==> config.mk <==
export PLATFORM = sky130hd
export DESIGN_NAME = vga_sync_gen
export DESIGN_NICKNAME = d
export VERILOG_FILES = /design/src/rtl/vga_sync_gen.sv
export SDC_FILE = /design/constraint.sdc
export NUM_CORES = 1
export LEC_CHECK = 0
export ABC_AREA = 1
export CORE_MARGIN = 1.5
export CORE_UTILIZATION = 40
export CTS_CLUSTER_SIZE = 16
export DETAILED_ROUTE_END_ITERATION = 8
export PLACE_DENSITY = 0.65
export SLEW_MARGIN = 20
export SYNTH_ARGS = -nofsm -noshare
export SYNTH_HDL_FRONTEND = slang
export SYNTH_SLANG_ARGS = --single-unit
==> constraint.sdc <==
create_clock -name Clk -period 2.1 [get_ports Clk]
set_input_delay 0.42 -clock Clk [delete_from_list [all_inputs] [get_ports Clk]]
set_output_delay 0.42 -clock Clk [all_outputs]
set_load 0.01 [all_outputs]
==> src/rtl/vga_sync_gen.sv <==
// VGA timing generator: pixel divider, scan counters, registered sync/blank decodes and RGB pin stage.
// Build option VGA_SYNC_ALIGN_EN delays the syncs by one pixel so they line up with vga_r/g/b.
module vga_sync_gen #(
  parameter int CLK_DIV         = 2,
  parameter int H_ACTIVE        = 640,
  parameter int H_FP            = 16,
  parameter int H_SYNC          = 96,
  parameter int H_BP            = 48,
  parameter int V_ACTIVE        = 480,
  parameter int V_FP            = 10,
  parameter int V_SYNC          = 2,
  parameter int V_BP            = 33,
  parameter int SYNC_ACTIVE_LOW = 1
) (
  input  logic       Clk,
  input  logic       Reset,
  input  logic       R_in,
  input  logic       G_in,
  input  logic       B_in,
  output logic [9:0] CounterX,
  output logic [9:0] CounterY,
  output logic       inDisplayArea,
  output logic       PixelTick,
  output logic       FrameTick,
  output logic       vga_h_sync,
  output logic       vga_v_sync,
  output logic       vga_r,
  output logic       vga_g,
  output logic       vga_b
);

  localparam int H_TOTAL = H_ACTIVE + H_FP + H_SYNC + H_BP;
  localparam int V_TOTAL = V_ACTIVE + V_FP + V_SYNC + V_BP;
  localparam int DIV_W   = (CLK_DIV > 1) ? $clog2(CLK_DIV) : 1;

  localparam logic [DIV_W-1:0] DIV_LAST = DIV_W'(CLK_DIV - 1);
  localparam logic [9:0] X_LAST   = 10'(H_TOTAL - 1);
  localparam logic [9:0] Y_LAST   = 10'(V_TOTAL - 1);
  localparam logic [9:0] X_VIS    = 10'(H_ACTIVE);
  localparam logic [9:0] Y_VIS    = 10'(V_ACTIVE);
  localparam logic [9:0] HS_START = 10'(H_ACTIVE + H_FP);
  localparam logic [9:0] HS_END   = 10'(H_ACTIVE + H_FP + H_SYNC);
  localparam logic [9:0] VS_START = 10'(V_ACTIVE + V_FP);
  localparam logic [9:0] VS_END   = 10'(V_ACTIVE + V_FP + V_SYNC);
  localparam logic       SYNC_IDLE = (SYNC_ACTIVE_LOW != 0);

  logic [DIV_W-1:0] div_cnt_q, div_cnt_d;
  logic [9:0]       cnt_x_q, cnt_x_d;
  logic [9:0]       cnt_y_q, cnt_y_d;
  logic             disp_q, disp_d;
  logic             hs_q, hs_d;
  logic             vs_q, vs_d;
  logic             frame_q, frame_d;
  logic [2:0]       rgb_q, rgb_d;

  logic       tick;
  logic [9:0] x_nxt, y_nxt;
  logic       hs_act, vs_act;

  always_comb begin
    tick      = (div_cnt_q == DIV_LAST) && !Reset;
    div_cnt_d = (div_cnt_q == DIV_LAST) ? '0 : div_cnt_q + 1'b1;
  end

  // Next scan position; only committed on a pixel tick.
  always_comb begin
    x_nxt = cnt_x_q + 10'd1;
    y_nxt = cnt_y_q;
    if (cnt_x_q == X_LAST) begin
      x_nxt = '0;
      y_nxt = (cnt_y_q == Y_LAST) ? 10'd0 : cnt_y_q + 10'd1;
    end
  end

  // Decodes are taken from the next position so they match the counters they are presented with.
  always_comb begin
    hs_act  = (x_nxt >= HS_START) && (x_nxt < HS_END);
    vs_act  = (y_nxt >= VS_START) && (y_nxt < VS_END);
    cnt_x_d = cnt_x_q;
    cnt_y_d = cnt_y_q;
    disp_d  = disp_q;
    hs_d    = hs_q;
    vs_d    = vs_q;
    rgb_d   = rgb_q;
    frame_d = 1'b0;
    if (tick) begin
      cnt_x_d = x_nxt;
      cnt_y_d = y_nxt;
      disp_d  = (x_nxt < X_VIS) && (y_nxt < Y_VIS);
      hs_d    = hs_act ? ~SYNC_IDLE : SYNC_IDLE;
      vs_d    = vs_act ? ~SYNC_IDLE : SYNC_IDLE;
      frame_d = (x_nxt == 10'd0) && (y_nxt == 10'd0);
      rgb_d   = {R_in, G_in, B_in} & {3{disp_q}};
    end
  end

  always_ff @(posedge Clk) begin
    if (Reset) begin
      div_cnt_q <= '0;
      cnt_x_q   <= X_LAST;
      cnt_y_q   <= Y_LAST;
      disp_q    <= 1'b0;
      hs_q      <= SYNC_IDLE;
      vs_q      <= SYNC_IDLE;
      frame_q   <= 1'b0;
      rgb_q     <= '0;
    end else begin
      div_cnt_q <= div_cnt_d;
      cnt_x_q   <= cnt_x_d;
      cnt_y_q   <= cnt_y_d;
      disp_q    <= disp_d;
      hs_q      <= hs_d;
      vs_q      <= vs_d;
      frame_q   <= frame_d;
      rgb_q     <= rgb_d;
    end
  end

`ifdef VGA_SYNC_ALIGN_EN
  logic hs_dly_q, hs_dly_d;
  logic vs_dly_q, vs_dly_d;

  always_comb begin
    hs_dly_d = tick ? hs_q : hs_dly_q;
    vs_dly_d = tick ? vs_q : vs_dly_q;
  end

  always_ff @(posedge Clk) begin
    if (Reset) begin
      hs_dly_q <= SYNC_IDLE;
      vs_dly_q <= SYNC_IDLE;
    end else begin
      hs_dly_q <= hs_dly_d;
      vs_dly_q <= vs_dly_d;
    end
  end

  assign vga_h_sync = hs_dly_q;
  assign vga_v_sync = vs_dly_q;
`else
  assign vga_h_sync = hs_q;
  assign vga_v_sync = vs_q;
`endif

  assign CounterX      = cnt_x_q;
  assign CounterY      = cnt_y_q;
  assign inDisplayArea = disp_q;
  assign PixelTick     = tick;
  assign FrameTick     = frame_q;
  assign vga_r         = rgb_q[2];
  assign vga_g         = rgb_q[1];
  assign vga_b         = rgb_q[0];

endmodule

=== Word level (Yosys, flattened, before mapping) ===
Cells that the tools add are included.

* Reduce and logical (&&, ||, !) cells: 10
* Add/sub/neg operators: 3
* Eq/ne operators: 2
* Mux-type cells: 5
* Bitwise gates (word level): 2
* Order comparisons: 6

{| class="wikitable"
|+ Operator list
! operator !! number
|-
| two-way mux 10 bit || 3
|-
| adder 10 x 1 -> 10 bit (second input constant) || 2
|-
| == test 10 bit (second input constant) || 2
|-
| logical NOT 10 bit || 2
|-
| less-than comparator 10 bit (second input constant) || 2
|-
| less-than comparator 10 x 9 -> 1 bit (second input constant) || 2
|-
| greater-or-equal comparator 10 bit (second input constant) || 1
|-
| greater-or-equal comparator 10 x 9 -> 1 bit (second input constant) || 1
|-
| logical AND 1 bit || 5
|-
| OR reduction 2 bit || 2
|-
| AND 3 bit || 1
|-
| two-way mux 1 bit || 2
|-
| adder 1 bit (second input constant) || 1
|-
| logical NOT 1 bit || 1
|-
| inverter 1 bit || 1
|}

* Register bits after elaboration: 28
* Input port bits: 5
* Output and inout bits: 28
* Logic and storage cells: 36

=== Logic depth before layout (Yosys ltp) ===
* Depth in word-level cells: 6
* Depth in mapped cells: 12

=== Least setup slack after synthesis ===
OpenSTA, ideal clock, no wires.

* Path type: reg-to-reg
* Start point: register cnt_x_q[1], in the netlist CounterX[1]
* End point: register vs_q, in the netlist vga_v_sync
* Cell stages (with the launch flop): 12
* Slack: 0.378 ns
* Data arrival time: 1.605 ns
* Period minus slack after synthesis: 1.722 ns
* Data required time: 1.983 ns
* Library setup time: 0.117 ns
* Buffers on the path: 1
* Cells stage by stage: dfxtp_1 > ha_1 > nand2_4 > nor2_8 > inv_4 > nor2_4 > buf_6 > nand3_1 > nand2_1 > nand3_1 > nor2_1 > a21oi_1

* Longest elaborated chain between the ends: 5
* Elaborated cells between the ends (all ways): 6
* Classes of those cells: order compare: 2; eq/ne: 1; mux: 2; reduce/logical: 1

{| class="wikitable"
|+ Ends and longest elaborated chain
! what !! RTL line !! text
|-
| from (decl) || 48 || <nowiki>logic [9:0] cnt_x_q, cnt_x_d;</nowiki>
|-
| from (signal assigned) || 109 || <nowiki>cnt_x_q <= cnt_x_d;</nowiki>
|-
| == test 10 bit (*) || 69 || <nowiki>if (cnt_x_q == X_LAST) begin</nowiki>
|-
| two-way mux 10 bit (*) || 69 ||
|-
| greater-or-equal comparator 10 x 9 -> 1 bit / less-than comparator 10 x 9 -> 1 bit (equally long branches) || 78 || <nowiki>vs_act = (y_nxt >= VS_START) && (y_nxt < VS_END);</nowiki>
|-
| logical AND 1 bit (*) || 78 ||
|-
| two-way mux 1 bit (*) || 91 || <nowiki>vs_d = vs_act ? ~SYNC_IDLE : SYNC_IDLE;</nowiki>
|-
| to (signal assigned) || 113 || <nowiki>vs_q <= vs_d;</nowiki>
|-
| to (decl) || 52 || <nowiki>logic vs_q, vs_d;</nowiki>
|}

Every way passes the cells marked *; elsewhere a longest branch is shown, timed or not.
A chain may end at the register's enable or synchronous reset.

=== Final worst setup path ===
* Start point: input port Reset
* End point: output port PixelTick

* Longest elaborated chain between the ends: 2

{| class="wikitable"
|+ Ends and longest elaborated chain
! what !! RTL line !! text
|-
| from (decl) || 16 || <nowiki>input logic Reset,</nowiki>
|-
| logical NOT 1 bit || 61 || <nowiki>tick = (div_cnt_q == DIV_LAST) && !Reset;</nowiki>
|-
| logical AND 1 bit || 61 ||
|-
| to (decl) || 23 || <nowiki>output logic PixelTick,</nowiki>
|}

No other way between the ends.

==> results.cfg <==
[routing]
via_per_inst = 5.09
vias = 1766
wl_per_cell_um = 12.5
routed_wl_um = 4330
drt_drc_violations_left = 0
drt_iter0_drc = 106
antenna_left = 0
first_pass_iters = 4

[clock_tree]
cts_max_level = 1
cts_tree = built
clock-root-buffer = clkbuf_8
cts.sinks = 28
cts_buffers = 3
cts_resized = 0
clkTransAtPathRegs_ns = 0.09
cts_buffer_depth = 2
cts_setup_buffers = 0
clkLatencyLatePin_ns = 0.27
ctsHoldBuffers = 0

[pwr]
netSwitchingFraction = 0.391
pwr-share-comb = 0.400
cellLeakagePower_nw = 0.962
seqPwrFrac = 0.404
power.internal_mw = 0.920
ir_drop_mv = 0.347
clockPowerShare = 0.196
p_per_area_mw_per_mm2 = 705
p_total_mw = 1.51
power_switching_mw = 0.591

[floorplanning]
die_area_mm2 = 0.00467
num_rows = 23
die_x_um = 68.3
initial_utilization = 0.421
io_pins = 33
core_area_mm2 = 0.00406
die_y_um = 68.3

[global_route]
antenna_found_initial = 0
grt-ovfl-total = 0
grt_pass1_wl_um = 7060
grt_pass1_vias = 1533
grt_max_degree = 19
grtUsageTotal = 0.198

[synth]
ys_warn_count = 0
syn_nets = 269
syn_avg_cell_area_um2 = 6.54
synth_edf_count = 0
yosysSeqAreaShare = 0.328
syn_inst = 261
synthMostInstantiatedCell = nand2_1
yosys-top-cells-count = nand2_1 (70), inv_1 (36), nor2_1 (29)
ys.flop_type = dfxtp_1
ys_types = 31
synth-seq-cells = 28
synth_top_area_frac = 0.328
synth.largest_area_cell = dfxtp_1
ys_async_sr_fraction = 0
netlist_area_mm2 = 0.00171
synthTopCellsByArea = dfxtp_1 (33%), nand2_1 (15%), inv_1 (7.9%), nand3_1 (7.6%), nor2_1 (6.4%)

[sta]
min_period_ns = 2.01
clock_skew_ns = 0.00237
max_clock_freq_ghz = 0.497
whs_ns = 0.474
period_share = 0.958
drv_slew = 0
setup_slack_ns = 0.0882
setup_viol = 0
rsz0062_at_grt = false
fin_setup_tns_ns = 0
slew_headroom = 0.785
hold_violations = 0
tightest_slew_ns = 0.322

[run_status]
status = complete, no violations

[layout]
fin_util = 0.528
final_area_mm2 = 0.00214
fin_nets = 307
drive_gt1_frac = 0.0875
area_delta_synth_final_pct = 25.6
diodes = 0
final_cells = 347

[worst_setup_path]
crit_fanout = 2
cp-end-kind = output port
r2r-end = vga_v_sync
start_kind = input pin
reg2reg_slack_ns = 0.20
cp_data_required_time_ns = 1.68
critPathLaunch = Reset
crit_type = in -> out
r2r_cells = 10
r2r-start = CounterX[0]
worstPathArrival_ns = 1.59
crit_end = PixelTick

[place]
place.gp.congestion = 0.867
port_buffers = 32
place_inst = 344
place_hpwl_um = 3320
pre_cts_slack_ns = 0.0782
place_area_mm2 = 0.00210

[run]
drv_cap = 0

[worst_hold_path]
worstHoldPathType = reg -> reg
[critical path, cell delays in order]
cell	delay [ns]
clkdlybuf4s50_1	0.45
nor2_2	0.17
clkdlybuf4s50_1	0.55
[routing by layer]
metal | global-route usage | vias to the layer above | wire length [um]
li1 | - | 921 | -
met1 | 0.279 | 795 | 2160
met2 | 0.317 | 46 | 1940
met3 | 0.0313 | 4 | 185
met4 | 0.0450 | 0 | 43
met5 | 0 | - | 0
[placed cells by master (no fill, tap or decap), drive strengths merged, types with 6 or more instances in the layout]
cell,n
a21oi,7
buf,7
clkdlybuf4s50,32
dfxtp,28
inv,37
nand2,76
nand3,26
nand4,10
nor2,35
o21ai,11
o22ai,6
[state kept, by name, summed over array words and instances, names as in the netlist]
register	count
CounterX	10
CounterY	10
rgb_q	3
FrameTick	1
div_cnt_q	1
inDisplayArea	1
vga_h_sync	1
vga_v_sync	1
[kinds of logic (layout without fill, tap and decap cells)]
| logic type | after synthesis | in the layout | synth area share |
|---|---|---|---|
| and+or+nand+nor | 152 | 152 | 0.411 |
| buffers and inverters | 43 | 79 | 0.106 |
| AOI/OAI and AO/OA | 33 | 33 | 0.122 |
| DFF | 28 | 28 | 0.328 |
| adders and majority gates | 3 | 3 | 0.0220 |
| xor gates and xnor gates | 2 | 2 | 0.0103 |
[layout make-up]
cell class | instances | area, um2
clock buffer | 3 | 41.3
inverter | 37 | 141
multi-input combinational | 190 | 965
tap | 50 | 62.6
timing repair buffer | 39 | 373
sequential | 28 | 561
fill | 426 | 1910
[power groups by stage]
stage	Sequential [mW]	Combinational [mW]	Clock, mW
floorplan	0.632	0.427	0
global placement	0.624	0.604	0
detailed placement	0.624	0.600	0
CTS	0.611	0.604	0.299
global route	0.617	0.669	0.323
finish	0.611	0.604	0.296
[worst min-delay path by stage]
stage | startpoint | end | slack (ns) | cells after the start
2_1_floorplan | div_cnt_q | div_cnt_q | 0.46 | 1
3_3_place_gp | rgb_q[2] | rgb_q[2] | 0.44 | 1
3_5_place_dp | rgb_q[2] | rgb_q[2] | 0.46 | 1
4_1_cts | rgb_q[0] | rgb_q[0] | 0.48 | 1
5_1_grt | rgb_q[2] | rgb_q[2] | 0.51 | 1
6_report | rgb_q[0] | rgb_q[0] | 0.47 | 1
Power figures use the tool's default switching activity.
